$ cat src/rtl/datapath_pkg.sv
// Shared definitions for the datapath sequencing controller: instruction
// field layout, opcode/op encodings, datapath control codes and FSM states.
package datapath_pkg;

  // Opcode field values
  localparam logic [2:0] OPC_MOV = 3'b110;
  localparam logic [2:0] OPC_ALU = 3'b101;

  // op field values under OPC_MOV
  localparam logic [1:0] OP_MOV_IMM = 2'b10;
  localparam logic [1:0] OP_MOV_REG = 2'b00;

  // op field values under OPC_ALU (these double as the ALUop code)
  localparam logic [1:0] OP_ADD = 2'b00;
  localparam logic [1:0] OP_CMP = 2'b01;
  localparam logic [1:0] OP_AND = 2'b10;
  localparam logic [1:0] OP_MVN = 2'b11;

  // ALU operation codes
  localparam logic [1:0] ALU_ADD  = 2'b00;
  localparam logic [1:0] ALU_SUB  = 2'b01;
  localparam logic [1:0] ALU_AND  = 2'b10;
  localparam logic [1:0] ALU_NOTB = 2'b11;

  // Shifter codes
  localparam logic [1:0] SH_NONE = 2'b00;
  localparam logic [1:0] SH_LSL1 = 2'b01;
  localparam logic [1:0] SH_LSR1 = 2'b10;
  localparam logic [1:0] SH_ASR1 = 2'b11;

  // Instruction field bit positions
  localparam int OPC_HI = 15;
  localparam int OPC_LO = 13;
  localparam int OP_HI  = 12;
  localparam int OP_LO  = 11;
  localparam int RN_HI  = 10;
  localparam int RN_LO  = 8;
  localparam int RD_HI  = 7;
  localparam int RD_LO  = 5;
  localparam int SH_HI  = 4;
  localparam int SH_LO  = 3;
  localparam int RM_HI  = 2;
  localparam int RM_LO  = 0;
  localparam int IMM_HI = 7;
  localparam int IMM_LO = 0;

  // Controller FSM states
  typedef enum logic [2:0] {
    S_IDLE,
    S_WR_IMM,
    S_GET_A,
    S_GET_B,
    S_CALC,
    S_WR_REG,
    S_DONE
  } ctrl_state_t;

  // Decoded instruction class; CLS_ILLEGAL covers every unlisted opcode/op pair
  typedef enum logic [2:0] {
    CLS_ILLEGAL,
    CLS_MOV_IMM,
    CLS_MOV_REG,
    CLS_ADD,
    CLS_CMP,
    CLS_AND,
    CLS_MVN
  } instr_class_t;

  // Sign-extend the 8-bit immediate to datapath width
  function automatic logic [15:0] sign_extend8(input logic [7:0] v);
    return {{8{v[7]}}, v};
  endfunction

endpackage

$ cat src/rtl/datapath_ctrl_if.sv
// Instruction handshake and datapath control bundle between instruction
// fetch (master) and the sequencing controller (slave).
interface datapath_ctrl_if;

  logic        start;
  logic [15:0] instr;
  logic        ready;
  logic        done;
  logic        err;
  logic [15:0] datapath_in;
  logic        write;
  logic        vsel;
  logic        loada;
  logic        loadb;
  logic        asel;
  logic        bsel;
  logic        loadc;
  logic        loads;
  logic [2:0]  readnum;
  logic [2:0]  writenum;
  logic [1:0]  ALUop;
  logic [1:0]  shift;

  modport master (
    output start, instr,
    input  ready, done, err, datapath_in,
    input  write, vsel, loada, loadb, asel, bsel, loadc, loads,
    input  readnum, writenum, ALUop, shift
  );

  modport slave (
    input  start, instr,
    output ready, done, err, datapath_in,
    output write, vsel, loada, loadb, asel, bsel, loadc, loads,
    output readnum, writenum, ALUop, shift
  );

endinterface

$ cat src/rtl/instr_decoder.sv
// Combinational instruction decoder. Splits the latched instruction into its
// fields and sign-extends imm8; classifies both the latched word (drives the
// per-state strobes) and the incoming bus word (chooses the first state on
// accept, before the latch has been loaded).
module instr_decoder
  import datapath_pkg::*;
(
  input  logic [15:0]  cur_instr,
  input  logic [15:0]  new_instr,
  output instr_class_t cur_class,
  output instr_class_t new_class,
  output logic [1:0]   op,
  output logic [2:0]   rn,
  output logic [2:0]   rd,
  output logic [2:0]   rm,
  output logic [1:0]   sh,
  output logic [15:0]  imm_sx
);

  function automatic instr_class_t classify(input logic [15:0] w);
    logic [2:0] opc;
    logic [1:0] o;
    instr_class_t cls;
    opc = w[OPC_HI:OPC_LO];
    o   = w[OP_HI:OP_LO];
    cls = CLS_ILLEGAL;
    if (opc == OPC_MOV) begin
      if (o == OP_MOV_IMM)      cls = CLS_MOV_IMM;
      else if (o == OP_MOV_REG) cls = CLS_MOV_REG;
    end else if (opc == OPC_ALU) begin
      case (o)
        OP_ADD:  cls = CLS_ADD;
        OP_CMP:  cls = CLS_CMP;
        OP_AND:  cls = CLS_AND;
        default: cls = CLS_MVN;
      endcase
    end
    return cls;
  endfunction

  assign cur_class = classify(cur_instr);
  assign new_class = classify(new_instr);

  assign op     = cur_instr[OP_HI:OP_LO];
  assign rn     = cur_instr[RN_HI:RN_LO];
  assign rd     = cur_instr[RD_HI:RD_LO];
  assign rm     = cur_instr[RM_HI:RM_LO];
  assign sh     = cur_instr[SH_HI:SH_LO];
  assign imm_sx = sign_extend8(cur_instr[IMM_HI:IMM_LO]);

endmodule

$ cat src/rtl/datapath_ctrl.sv
// Sequencing controller for the register-file/ALU datapath. Accepts one
// instruction per start/done handshake, latches it, and steps through a
// Moore FSM whose state plus the latched word fully determine every strobe.
module datapath_ctrl
  import datapath_pkg::*;
(
  input logic             clk,
  input logic             reset_n,
  datapath_ctrl_if.slave  bus
);

  ctrl_state_t  state;
  ctrl_state_t  next_state;
  logic [15:0]  instr_q;

  instr_class_t cur_class;
  instr_class_t new_class;
  logic [1:0]   op;
  logic [2:0]   rn;
  logic [2:0]   rd;
  logic [2:0]   rm;
  logic [1:0]   sh;
  logic [15:0]  imm_sx;

  logic         ready_d;
  logic         done_d;
  logic         err_d;
  logic         write_d;
  logic         vsel_d;
  logic         loada_d;
  logic         loadb_d;
  logic         asel_d;
  logic         loadc_d;
  logic         loads_d;
  logic [2:0]   readnum_d;
  logic [2:0]   writenum_d;

  instr_decoder u_decoder (
    .cur_instr (instr_q),
    .new_instr (bus.instr),
    .cur_class (cur_class),
    .new_class (new_class),
    .op        (op),
    .rn        (rn),
    .rd        (rd),
    .rm        (rm),
    .sh        (sh),
    .imm_sx    (imm_sx)
  );

  // State register; reset drops straight back to IDLE from any state
  always_ff @(posedge clk or negedge reset_n) begin
    if (!reset_n) state <= S_IDLE;
    else          state <= next_state;
  end

  // Instruction latch, loaded only on the edge that accepts start
  always_ff @(posedge clk or negedge reset_n) begin
    if (!reset_n)                          instr_q <= '0;
    else if (state == S_IDLE && bus.start) instr_q <= bus.instr;
  end

  // Next-state selection; the first state depends on the incoming word
  always_comb begin
    next_state = state;
    case (state)
      S_IDLE: begin
        if (bus.start) begin
          case (new_class)
            CLS_MOV_IMM:                next_state = S_WR_IMM;
            CLS_ADD, CLS_CMP, CLS_AND:  next_state = S_GET_A;
            CLS_MOV_REG, CLS_MVN:       next_state = S_GET_B;
            default:                    next_state = S_DONE;
          endcase
        end
      end
      S_WR_IMM: next_state = S_DONE;
      S_GET_A:  next_state = S_GET_B;
      S_GET_B:  next_state = S_CALC;
      S_CALC:   next_state = (cur_class == CLS_CMP) ? S_DONE : S_WR_REG;
      S_WR_REG: next_state = S_DONE;
      S_DONE:   next_state = S_IDLE;
      default:  next_state = S_IDLE;
    endcase
  end

  // Moore strobe decode from state and the latched instruction
  always_comb begin
    ready_d    = 1'b0;
    done_d     = 1'b0;
    err_d      = 1'b0;
    write_d    = 1'b0;
    vsel_d     = 1'b0;
    loada_d    = 1'b0;
    loadb_d    = 1'b0;
    asel_d     = 1'b0;
    loadc_d    = 1'b0;
    loads_d    = 1'b0;
    readnum_d  = 3'b000;
    writenum_d = 3'b000;
    case (state)
      S_IDLE: ready_d = 1'b1;
      S_WR_IMM: begin
        write_d    = 1'b1;
        vsel_d     = 1'b1;
        writenum_d = rn;
      end
      S_GET_A: begin
        loada_d   = 1'b1;
        readnum_d = rn;
      end
      S_GET_B: begin
        loadb_d   = 1'b1;
        readnum_d = rm;
      end
      S_CALC: begin
        asel_d = (cur_class == CLS_MOV_REG);
        if (cur_class == CLS_CMP) loads_d = 1'b1;
        else                      loadc_d = 1'b1;
      end
      S_WR_REG: begin
        write_d    = 1'b1;
        writenum_d = rd;
      end
      S_DONE: begin
        done_d = 1'b1;
        err_d  = (cur_class == CLS_ILLEGAL);
      end
      default: ready_d = 1'b0;
    endcase
  end

  assign bus.ready       = ready_d;
  assign bus.done        = done_d;
  assign bus.err         = err_d;
  assign bus.write       = write_d;
  assign bus.vsel        = vsel_d;
  assign bus.loada       = loada_d;
  assign bus.loadb       = loadb_d;
  assign bus.asel        = asel_d;
  assign bus.bsel        = 1'b0;
  assign bus.loadc       = loadc_d;
  assign bus.loads       = loads_d;
  assign bus.readnum     = readnum_d;
  assign bus.writenum    = writenum_d;
  // MOV reg reuses the adder with A forced to zero, so its op bits are overridden
  assign bus.ALUop       = (cur_class == CLS_MOV_REG) ? ALU_ADD : op;
  assign bus.shift       = sh;
  assign bus.datapath_in = imm_sx;

endmodule

$ cat src/flat_wrapper.sv
// flat-port wrapper written by rule: the top's interface ports become plain ports
module datapath_ctrl_flat import datapath_pkg::*;
  (clk, reset_n, bus_start, bus_instr, bus_ready, bus_done, bus_err, bus_datapath_in, bus_write, bus_vsel, bus_loada, bus_loadb, bus_asel, bus_bsel, bus_loadc, bus_loads, bus_readnum, bus_writenum, bus_ALUop, bus_shift);
  datapath_ctrl_if bus_i ();
  input logic clk;
  input logic reset_n;
  input wire logic [$bits(bus_i.start)-1:0] bus_start;
  input wire logic [$bits(bus_i.instr)-1:0] bus_instr;
  output wire logic [$bits(bus_i.ready)-1:0] bus_ready;
  output wire logic [$bits(bus_i.done)-1:0] bus_done;
  output wire logic [$bits(bus_i.err)-1:0] bus_err;
  output wire logic [$bits(bus_i.datapath_in)-1:0] bus_datapath_in;
  output wire logic [$bits(bus_i.write)-1:0] bus_write;
  output wire logic [$bits(bus_i.vsel)-1:0] bus_vsel;
  output wire logic [$bits(bus_i.loada)-1:0] bus_loada;
  output wire logic [$bits(bus_i.loadb)-1:0] bus_loadb;
  output wire logic [$bits(bus_i.asel)-1:0] bus_asel;
  output wire logic [$bits(bus_i.bsel)-1:0] bus_bsel;
  output wire logic [$bits(bus_i.loadc)-1:0] bus_loadc;
  output wire logic [$bits(bus_i.loads)-1:0] bus_loads;
  output wire logic [$bits(bus_i.readnum)-1:0] bus_readnum;
  output wire logic [$bits(bus_i.writenum)-1:0] bus_writenum;
  output wire logic [$bits(bus_i.ALUop)-1:0] bus_ALUop;
  output wire logic [$bits(bus_i.shift)-1:0] bus_shift;
  assign bus_i.start = bus_start;
  assign bus_i.instr = bus_instr;
  assign bus_ready = bus_i.ready;
  assign bus_done = bus_i.done;
  assign bus_err = bus_i.err;
  assign bus_datapath_in = bus_i.datapath_in;
  assign bus_write = bus_i.write;
  assign bus_vsel = bus_i.vsel;
  assign bus_loada = bus_i.loada;
  assign bus_loadb = bus_i.loadb;
  assign bus_asel = bus_i.asel;
  assign bus_bsel = bus_i.bsel;
  assign bus_loadc = bus_i.loadc;
  assign bus_loads = bus_i.loads;
  assign bus_readnum = bus_i.readnum;
  assign bus_writenum = bus_i.writenum;
  assign bus_ALUop = bus_i.ALUop;
  assign bus_shift = bus_i.shift;
  datapath_ctrl u_core (.clk(clk), .reset_n(reset_n), .bus(bus_i));
endmodule
$ cat config.mk
export PLATFORM = sky130hd
export DESIGN_NAME = datapath_ctrl_flat
export DESIGN_NICKNAME = d
export VERILOG_FILES = /design/src/rtl/datapath_pkg.sv /design/src/rtl/datapath_ctrl_if.sv /design/src/rtl/instr_decoder.sv /design/src/rtl/datapath_ctrl.sv /design/src/flat_wrapper.sv
export SDC_FILE = /design/constraint.sdc
export NUM_CORES = 1
export LEC_CHECK = 0
export CORE_MARGIN = 8
export CORE_UTILIZATION = 40
export CTS_CLUSTER_SIZE = 8
export DETAILED_ROUTE_END_ITERATION = 7
export PLACE_DENSITY = 0.77
export RECOVER_POWER = 50
export SYNTH_ARGS = -nofsm -noshare
export SYNTH_HDL_FRONTEND = slang
export SYNTH_SLANG_ARGS = --single-unit
$ cat constraint.sdc
create_clock -name clk -period 1.78 [get_ports clk]
set_input_delay 0.356 -clock clk [delete_from_list [all_inputs] [get_ports clk]]
set_output_delay 0.356 -clock clk [all_outputs]
set_load 0.02 [all_outputs]
# Word level (Yosys, flattened, before mapping)
# Index checks and enable logic that the tools add are counted.
dict set report word_totals {
  reg_bits 19
  output_inout_bits 37
  word_cells 62
}
dict set report classes {
  eq_ne 23
  mux 29
  n_reduce_logical 8
}
# operator count
set ops {}
lappend ops {{3-bit equality test (second input constant)} 11}
lappend ops {{3-bit case mux with 3 select lines} 3}
lappend ops {{3-bit by 2-bit equality test with 1-bit output (second input constant)} 5}
lappend ops {{3-bit 2-to-1 mux} 5}
lappend ops {{3-bit case mux with 5 select lines} 1}
lappend ops {{1-bit 2-to-1 mux} 12}
lappend ops {{2-bit 2-to-1 mux} 6}
lappend ops {{3-bit case mux with 2 select lines} 2}
lappend ops {{3-bit by 1-bit equality test with 1-bit output (second input constant)} 2}
lappend ops {{3-bit logical NOT} 2}
lappend ops {{2-bit by 1-bit equality test with 1-bit output (second input constant)} 2}
lappend ops {{2-bit equality test (second input constant)} 2}
lappend ops {{2-bit logical NOT} 2}
lappend ops {{2-bit OR reduction} 2}
lappend ops {{3-bit OR reduction} 1}
lappend ops {{2-bit inequality test (second input constant)} 1}
lappend ops {{1-bit logical AND} 1}

# Logic depth before layout (Yosys ltp)
dict set report logic_depth {
  depth_word 9
  ltp_mapped 7
}

# By module
# A second synthesis with hierarchy kept.
dict set report unflattened {
  cells_unflattened 143
  area_unflattened_um2 1473.9
}
# mod instances cells_each area_per_inst_um2 seq_area_each_um2
set by_module_without_submodules {}
lappend by_module_without_submodules {datapath_ctrl 1 86 1051.0 475.5}
lappend by_module_without_submodules {instr_decoder 1 57 422.9 0.0}

# Worst setup path after synthesis
# No wires, ideal clock.
dict set report synth_timing {
  path_type {reg2out}
  startpoint {register u_core.state[2]}
  endpoint {output port bus_err}
  arrival_time_ps 1749
  required_time_ps 1424
  path_slack_ps -325
  stages_incl_launch_ff 4
  cell_sequence {dfrtp_1 -> buf_2 -> nor3b_1 -> a21boi_0}
}
dict set report synth_between {
  elab_chain_len 2
}
# item line
set synth_rtl {}
lappend synth_rtl {{from (decl)} datapath_ctrl.sv:12} ;# ctrl_state_t state;
lappend synth_rtl {{from (signal assigned)} datapath_ctrl.sv:54} ;# else state <= next_state;
lappend synth_rtl {{3-bit equality test} datapath_ctrl.sv:101} ;# case (state)
lappend synth_rtl {{1-bit 2-to-1 mux} datapath_ctrl.sv:101}
lappend synth_rtl {{to (decl)} flat_wrapper.sv:11} ;# output wire logic [$bits(bus_i.err)-1:0] bus_err;
# Every way passes these cells.

# Final worst setup path
dict set report layout_timing {
  startpoint {register u_core.instr_q[11]}
  endpoint {output port bus_loadc}
}
dict set report layout_between {
  elab_chain_len 7
}
# item line
set layout_rtl {}
lappend layout_rtl {{from (decl)} datapath_ctrl.sv:14} ;# logic [15:0] instr_q;
lappend layout_rtl {{from (signal assigned)} datapath_ctrl.sv:60} ;# else if (state == S_IDLE && bus.start) instr_q <= bus.instr;
lappend layout_rtl {{2-bit equality test (tied with other cells)} {instr_decoder.sv:28, instr_decoder.sv:31}}
lappend layout_rtl {{3-bit case mux with 3 select lines / 2-bit 2-to-1 mux (equally long branches)} {instr_decoder.sv:31, instr_decoder.sv:29}}
lappend layout_rtl {{3-bit 2-to-1 mux / 2-bit 2-to-1 mux (equally long branches)} {instr_decoder.sv:30, instr_decoder.sv:28}}
lappend layout_rtl {{3-bit 2-to-1 mux *} instr_decoder.sv:27} ;# if (opc == OPC_MOV) begin
lappend layout_rtl {{3-bit equality test *} datapath_ctrl.sv:118} ;# if (cur_class == CLS_CMP) loads_d = 1'b1;
lappend layout_rtl {{1-bit 2-to-1 mux *} datapath_ctrl.sv:118}
lappend layout_rtl {{1-bit 2-to-1 mux *} datapath_ctrl.sv:101}
lappend layout_rtl {{to (decl)} flat_wrapper.sv:19} ;# output wire logic [$bits(bus_i.loadc)-1:0] bus_loadc;
# Mark *: on every way between the ends. The rest lies on a longest branch, timed or not.

==> summary.txt <==
Global route
  • Vias in the first global route: 1130
  • Gr ovfl total: 0
  • First-pass GRT wire length: 5.306 mm
  • Total Routing Usage GR: 0.1245
  • Initial antenna violation count: 0
  • Maximum number of pins on one net before global-route repair: 20

Setup path
  • Max FO, Critical Path: 3
  • Setup crit start kind: flip-flop
  • CP peak stage delay: between 300 and 400 ps
  • CP Class: reg -> out
  • WP data arrival: 1550 ps
  • FF-to-FF path depth: 6
  • R2R Path Start: u_core.state[2]
  • Critical path's slowest cell: dfrtp_1
  • WP data required: 1420 ps
  • FF-to-FF End: u_core.instr_q[14]
  • CP endpoint kind: output port
  • CP Cell Sequence: inv_2, ha_4, and4bb_2, a21oi_2, buf_6
  • Worst reg2reg setup slack: roughly 20 ps

STA
  • Max-slew violations: 0
  • RSZ-0062 raised after global routing: true
  • Final Hold Viols: 0
  • Final worst slack: -127.4 ps
  • Final worst-path cycle share: 1.072
  • Max Fclk: 524.3 MHz
  • Tmin final: 1907 ps
  • Rel. slew slack: 0.3306
  • Setup violators final: 8
  • Tightest Pin Transition: 1004 ps
  • Clock Skews: 10.93 ps

Cells and area
  • Finished Layout Cells: 241
  • # nets final: 222
  • Ant. Diodes: 0
  • FF/Latch Area: 475.5 um2
  • Layout cells sized above 1: 0.4822
  • Area grow syn2layout: 64.92%
  • Fillers: 244
  • Area taken by multi-input logic gates: 753.2 um2

Outcome
  • Status: finished, violations left
  • Violated checks: setup timing

Route
  • Via count: between 1000 and 1500
  • DRC: 0
  • Final ANT Viol Nets: 0
  • First drt pass iteration count: 4
  • Drt total wl: 3.764 mm
  • DRT iter0 DRCs: 42
  • Routed vias/inst: 4.888
  • WL/cell: 15.62 um

Die
  • Die width: 72.74 um
  • DIE AREA: 0.005290 mm2
  • Die Y: roughly 73 um
  • IO Pins: 56
  • Initial Utilization: 0.4217
  • Rows: 20
  • Core ar.: roughly 0.0031 mm2

Synth
  • Synth top area cells: dfrtp_1 (37%), buf_4 (11%), mux2_2 (7.9%)
  • Ys Warns: 0
  • Mapped cell area: around 0.0013 mm2
  • Post-synth ARST share: 1.000
  • Synthesized area per cell: 10.14 um2
  • Number of synthesized flops with an enable pin: 0
  • Post-Synthesis Cells: 127
  • Syn_nets: 151
  • #FFs+latches synth: 19
  • Most used DFF post-synth: dfrtp_1
  • Synth top area share: 0.3693
  • Post-synthesis sequential area ratio: 0.3693
  • Yosys top cell by area: dfrtp_1
  • Yosys cell types: 33

Clock network
  • CTS tree: built
  • Max clock buf depth: 2
  • # hold bufs at CTS: 0
  • Clock root buffer: clkbuf_4
  • CTS H-tree lvls: 1
  • Sinks on Clock Net: 19
  • Reg clk slew, reported paths: 120 ps
  • Worst skew pair latency: 300 ps
  • TritonCTS buffer count: 3

Min path
  • Hold Path Class: reg -> reg
  • Hold path cells: 1
  • Min-Delay Startpoint: u_core.instr_q[4]
  • Hold Path Sink: u_core.instr_q[4]

Placement
  • Pre-CTS WS: -323.2 ps
  • HPWL Detailed: approximately 2.7 mm
  • Port bufs: 54
  • GP Congestion: 0.8120
  • Placed insts: 226

Power
  • Comb pwr share: 0.724
  • Reg power frac: 0.219
  • Switching Fraction: 0.4354
  • Clock power share: 0.057
  • Cell-internal power: 2174 uW
  • P_sw: between 1500 and 2000 uW
  • Pleak: 0.0009604 uW
  • PwrDens: about 1800 mW/mm2
  • VDD IR-drop max: 962.6 uV

Job
  • Max-cap violations: 0
-- flip-flops by register name, summed over array words and instances (netlist names) --
signal / count
u_core.state: 3
u_core.instr_q: 16
-- power by group through the flow --
stage,Sequential (uW),Combinational [uW],Clock [uW]
floorplan,796,1510,0
global placement,810,2330,0
detailed placement,825,2370,0
CTS,825,2400,231
global route,873,2950,246
finish,844,2790,218
-- Yosys cell counts (all sizes together), types with 2 or more instances --
| master | n |
|---|---|
| mux2i | 3 |
| ha | 5 |
| inv | 8 |
| mux2 | 13 |
| nor3 | 2 |
| dfrtp | 19 |
| nor2b | 2 |
| buf | 23 |
| a22o | 3 |
| a21oi | 4 |
| nor3b | 2 |
| nand2 | 9 |
| o21ai | 8 |
| nor2 | 10 |
| a31oi | 3 |
| o21a | 2 |
-- layout make-up --
type	count	area share
tap	44	0.02593
clock inverter	1	0.002357
multi-input combinational	79	0.3547
sequential	19	0.2239
clock buffer	3	0.01061
inverter	8	0.01650
timing repair buffer	87	0.3659
-- worst max-delay path by stage --
stage,from,to,slack [ps],cells after the start
after floorplan,u_core.state[2],bus_err,40,3
after global placement,u_core.instr_q[11],bus_loads,-270,6
after global routing,u_core.instr_q[11],bus_loads,-230,6
after detailed placement,u_core.instr_q[11],bus_loads,-320,6
final,u_core.instr_q[11],bus_loadc,-130,5
after CTS,u_core.instr_q[12],bus_loads,-130,6
-- routing by layer --
metal  vias up  wire length, um  track usage  part of all wire
met5         -                0            0                 0
met4         0               28      0.05556            0.0074
met3         2              333      0.03434             0.088
met2        49             1897       0.2117              0.50
met1       569             1505       0.1408              0.40
li1        558                -            -                 -
-- through the flow --
step / total power (uW) / TNS (ps) / area (um2) / utilization / hold WS [ps]
2_1_floorplan: 2303 / 0 / 1292 / - / 60.41
3_3_place_gp: 3140 / -3049 / 1874 / 0.6139 / 515.0
3_5_place_dp: 3194 / -3641 / 1874 / 0.6139 / 528.7
4_1_cts: 3458 / -486.4 / 1897 / 0.6213 / 383.1
5_1_grt: 4072 / -1669 / 2123 / 0.6955 / 569.1
6_report: 3850 / -700.0 / 2123 / 0.6955 / 543.8
-- worst max-delay path, delay by kind of cell (launching register included) --
kind | cells | cell delay (ps)
and+or+nand+nor | 1 | 240
DFF | 1 | 390
adders and majority gates | 1 | 210
buffers and inverters | 2 | 250
AOI/OAI and AO/OA | 1 | 160
-- cells in the final DEF (no fill, tap or decap), types with 2 or more instances in the layout --
cell | Yosys | final
buf_4 | 19 | 32
clkdlybuf4s50_1 | 0 | 27
dfrtp_1 | 19 | 19
buf_6 | 1 | 15
mux2_2 | 9 | 9
nand2_1 | 9 | 8
dlygate4sd2_1 | 0 | 8
o21ai_0 | 8 | 6
inv_1 | 8 | 5
nor2_1 | 10 | 5
mux2_4 | 4 | 4
nor2_2 | 0 | 3
a22o_1 | 3 | 3
a21oi_1 | 3 | 3
ha_4 | 0 | 3
clkbuf_4 | 0 | 3
inv_2 | 0 | 2
nor2_4 | 0 | 2
nor3_4 | 0 | 2
a31oi_1 | 3 | 2
o21ai_1 | 0 | 2
o21a_1 | 2 | 2
ha_1 | 5 | 2
and2_2 | 0 | 2
buf_2 | 1 | 2
clkbuf_1 | 0 | 2
-- cells by family (layout without fill, tap and decap cells) --
logic type / after synthesis / in the layout / synth area share
muxes: 16 / 16 / 0.1487
AOI/OAI and AO/OA: 23 / 23 / 0.1166
buffers and inverters: 31 / 99 / 0.1740
xor gates and xnor gates: 1 / 1 / 0.006804
and+or+nand+nor: 31 / 33 / 0.1331
adders and majority gates: 5 / 5 / 0.04859
other: 1 / 1 / 0.002913
DFF: 19 / 19 / 0.3693
-- timing repair --
action,CTS,global route
buffers inserted,2,7
endpoints found under the setup margin,28,31
pin swaps,8,8
gates resized for setup,110,39
cloned,0,2
Note: power is estimated with default switching activity, not from simulation.
==> patch 1: new RTL, same flow settings <==
Make the reset (`reset_n`) synchronous in 2 clocked blocks.
--- a/src/rtl/datapath_ctrl.sv
+++ b/src/rtl/datapath_ctrl.sv
@@ -51,3 +51,3 @@
   // State register; reset drops straight back to IDLE from any state
-  always_ff @(posedge clk or negedge reset_n) begin
+  always_ff @(posedge clk) begin
     if (!reset_n) state <= S_IDLE;
@@ -57,3 +57,3 @@
   // Instruction latch, loaded only on the edge that accepts start
-  always_ff @(posedge clk or negedge reset_n) begin
+  always_ff @(posedge clk) begin
     if (!reset_n)                          instr_q <= '0;
Formal check against the unedited RTL: differs if reset_n is asserted again (counterexample within 4 cycles, from zero or initial values and one cycle with reset_n low); with reset_n held inactive, the same outputs for 10 cycles.
==> patch 1 against the original RTL <==
The flow still finishes with violations (setup timing). Worst setup slack lost 0.016 ns. Global-route usage grew 0.73 points. Routed wire length shrank 5.2%. Area after synthesis grew 0.87%. Sequential cell count is the same. Sequential power shrank 21%. Total power shrank 37%. Fmax shrank 0.84%. Design area shrank 9.2%. Largest power group unchanged.
==> patch 1: results (changes against the original RTL) <==
| Metric | Value |
|---|---|
| Synth Instances | `161 (+27%)` |
| R2R Path Start | `u_core.state[1]$_SDFFE_PN0P_` |
| Average wire per standard cell | `13.7 um (-12%)` |
| Fillers | `274 (+12%)` |
| First-pass GRT wire length | `5.66 mm (+6.7%)` |
| Status | `finished with violations` |
| Max VDD drop | `0.000496 V (-48%)` |
| Pin count of the biggest net entering global routing | `12 (-40%)` |
| Leakage | `0.000838 uW (-13%)` |
| Unique masters post-synth | `35 (+6.1%)` |
| Post-DP HPWL | `2.74 mm (+1.2%)` |
| Tot GR Track Use | `13.2% (+0.73 points)` |
| Sequential fraction of the synthesis area | `29.3% (-7.6 points)` |
| Final wirelength | `3.57 mm (-5.2%)` |
| Placed cell area | `1860 sq um (-1.0%)` |
| Clk_skew | `0.00365 ns (-0.00728 ns)` |
| Total negative slack | `-0.640 ns (+0.0605 ns)` |
| Slowest-stage cell, CP | `dfxtp_4` |
| Worst R2R End | `u_core.instr_q[1]$_SDFFE_PN0P_` |
| CP Data Arrival Time | `1.57 ns (+0.02 ns)` |
| Post-synthesis mux area share | `4.62% (-10 points)` |
| Nets | `241 (+8.6%)` |
| Synth Area in Adders | `3.85% (-1.0 points)` |
| Setup-failing EPs final | `7 (-1)` |
| Place WS | `-0.346 ns (-0.0227 ns)` |
| Hold/Removal Path Class | `in2reg` |
| Placed Cells | `255 (+13%)` |
| DR vias/cell | `4.64 (-5.2%)` |
| Setup WS post-layout | `-0.144 ns (-0.0161 ns)` |
| Ys async rst share | `0% (-100 points)` |
| Vias in the first global route | `1235 (+9.3%)` |
| GP Congestion | `0.867 (+6.8%)` |
| Setup crit start | `u_core.instr_q[11]$_SDFFE_PN0P_` |
| Synth area leaders | `dfxtp_1 (29%), buf_4 (11%), nand2_1 (10%)` |
| Failing checks | `setup timing` |
| CP endpoint | `bus_ALUop[1]` |
| Mapped Nets | `184 (+22%)` |
| R2R setup slack | `0.20 ns (+0.18 ns)` |
| Compound-Gate Fraction of Synth Area | `16.1% (+4.4 points)` |
==> patch 1: tightest hold or removal path, stage by stage <==
cell and delay [ns]:
dlymetal6s2s_1 0.14, nand2_1 0.08, a21boi_2 0.05
==> patch 1: where the power goes <==
group / switching (uW) / internal, uW
clock network: 152 / 84.1
logic: 780 / 742
registers: 118 / 547
==> patch 1: cell families (layout without fill, tap and decap cells) <==
logic type,count (synthesis),after routing
compound gates,24,24
xor+xnor,1,1
fa+ha+maj,4,4
buf+inv,33,89
flops,19,19
mux,6,6
other cells,1,1
simple gates,73,73
==> patch 1: area by class of cell <==
cell class / instances / area, sq um / share of cell area (%)
clock inverter: 1 / 5.00 / 0.260
multi-input combinational: 109 / 753 / 39.1
inverter: 7 / 31.3 / 1.62
timing repair buffer: 78 / 667 / 34.6
tap: 44 / 55.1 / 2.86
sequential: 19 / 394 / 20.4
clock buffer: 3 / 22.5 / 1.17
==> patch 1: routing by layer <==
layer	wire length [um]	global-route usage, %	vias up
met3	327	4.95	4
met1	1570	15.4	549
li1	-	-	618
met4	31	4.67	0
met5	0	0	-
met2	1640	21.4	39
==> patch 1: how the worst min path moves through the flow <==
stage,endpoint,slack (ns),cells after the start
floorplan,u_core.instr_q[11]$_SDFFE_PN0P_,0.45,2
global placement,u_core.instr_q[11]$_SDFFE_PN0P_,0.46,2
detailed placement,u_core.instr_q[11]$_SDFFE_PN0P_,0.47,2
CTS,u_core.instr_q[3]$_SDFFE_PN0P_,0.49,2
global route,u_core.instr_q[12]$_SDFFE_PN0P_,0.36,3
finish,u_core.instr_q[12]$_SDFFE_PN0P_,0.34,3
==> patch 1: repair_timing <==
action	CTS	global route
pin swaps	7	1
buffers inserted	1	1
resized for setup	82	21
hold endpoints to repair	0	0
setup endpoints to repair	27	19
==> patch 2: new RTL, config.mk and constraints unchanged <==
Made on the original files. Encoding of `ctrl_state_t`: now one-hot (7 bits for 7 states).
--- a/src/rtl/datapath_pkg.sv
+++ b/src/rtl/datapath_pkg.sv
@@ -47,10 +47,10 @@
   // Controller FSM states
-  typedef enum logic [2:0] {
-    S_IDLE,
-    S_WR_IMM,
-    S_GET_A,
-    S_GET_B,
-    S_CALC,
-    S_WR_REG,
-    S_DONE
+  typedef enum logic [6:0] {
+    S_IDLE   = 7'b0000001,
+    S_WR_IMM = 7'b0000010,
+    S_GET_A  = 7'b0000100,
+    S_GET_B  = 7'b0001000,
+    S_CALC   = 7'b0010000,
+    S_WR_REG = 7'b0100000,
+    S_DONE   = 7'b1000000
   } ctrl_state_t;
Behaviour: same outputs for any inputs over 10 cycles, from zero or initial values and one cycle with reset_n low; not proved beyond that.
==> patch 2 against the original RTL <==
The run still ends with setup timing left. Critical path type unchanged. Highest routed layer unchanged. Total power decreased by 2.5%. Design area increased by 18%. Sequential cell count increased by 4. Sequential power increased by 15%. Synthesized cell count increased by 6.3%. Area after synthesis increased by 16%. Routed wire length increased by 23%. Combinational power decreased by 13%. Worst setup slack got worse by 0.17 ns. Sequential share of layout area increased by 0.60 points.
==> patch 2: results (changes against the original RTL) <==
| Metric | Value |
|---|---|
| Status | `finished with violations` |
| Failing checks | `setup timing` |
| GR Util met1 | `14.4% (+0.33 points)` |
| Setup-failing EPs final | `20 (+12)` |
| Leakage | `0.00120 uW (+25%)` |
| Non-clk invs | `7 (-1)` |
| Total power draw | `3750 uW (-2.5%)` |
| Final Cell Area | `2510 sq um (+18%)` |
| Wire length on met1 | `1.76 mm (+17%)` |
| CP max FO | `5 (+2)` |
| CP Data Arrival Time | `1.72 ns (+0.17 ns)` |
| Sequential fraction of the synthesis area | `38.5% (+1.6 points)` |
| ClkCell Share | `1.85% (+0.55 points)` |
| Mean area per synthesized cell | `11.1 sq um (+9.5%)` |
| Placed cell area | `2210 sq um (+18%)` |
| DR vias/cell | `5.05 (+3.2%)` |
| Compound-Gate Fraction of Synth Area | `12.4% (+0.69 points)` |
| Signal buffers share of area | `36.0% (-0.58 points)` |
| GP Congestion | `0.821 (+1.1%)` |
| Post_cts resized | `143 (+30%)` |
| Sequential cells | `23 (+4)` |
| Clock transition at path regs | `0.08 ns (-0.04 ns)` |
| Multi-input gates | `83 (+5.1%)` |
| Post-DP HPWL | `3.21 mm (+18%)` |
| Worst-Skew Late Latency | `0.27 ns (-0.03 ns)` |
| Hold/Removal Path Class | `in2reg` |
| Crit path max-delay family | `simple AND/OR/NAND/NOR gates` |
| Slowest-stage cell, CP | `dfstp_2` |
| Setup WS post-layout | `-0.299 ns (-0.172 ns)` |
## patch 2: changes by cell type after synthesis, sizes merged, moves of 2 or more
cell,before,now
nand3,1,5
a22o,3,6
and4b,0,3
dfrtp,19,22
mux2i,3,0
nor2b,2,5
o21ai,8,5
nand2,9,7
nor2,10,8
## patch 2: worst paths after layout
kind	startpoint	to	slack, ns	depth (start not counted)
min in group asynchronous	reset_n	u_core.state[3]$_DFFE_PN0P_	0.60	2
hold / removal	bus_instr[11]	u_core.instr_q[11]$_DFFE_PN0P_	0.49	4
hold reg to reg	u_core.instr_q[11]$_DFFE_PN0P_	u_core.instr_q[11]$_DFFE_PN0P_	0.52	2
setup / recovery	u_core.state[0]$_DFFE_PN1P_	bus_write	-0.30	5
max in group asynchronous	reset_n	u_core.instr_q[15]$_DFFE_PN0P_	0.79	2
setup reg to reg	u_core.state[0]$_DFFE_PN1P_	u_core.state[6]$_DFFE_PN0P_	-0.08	7
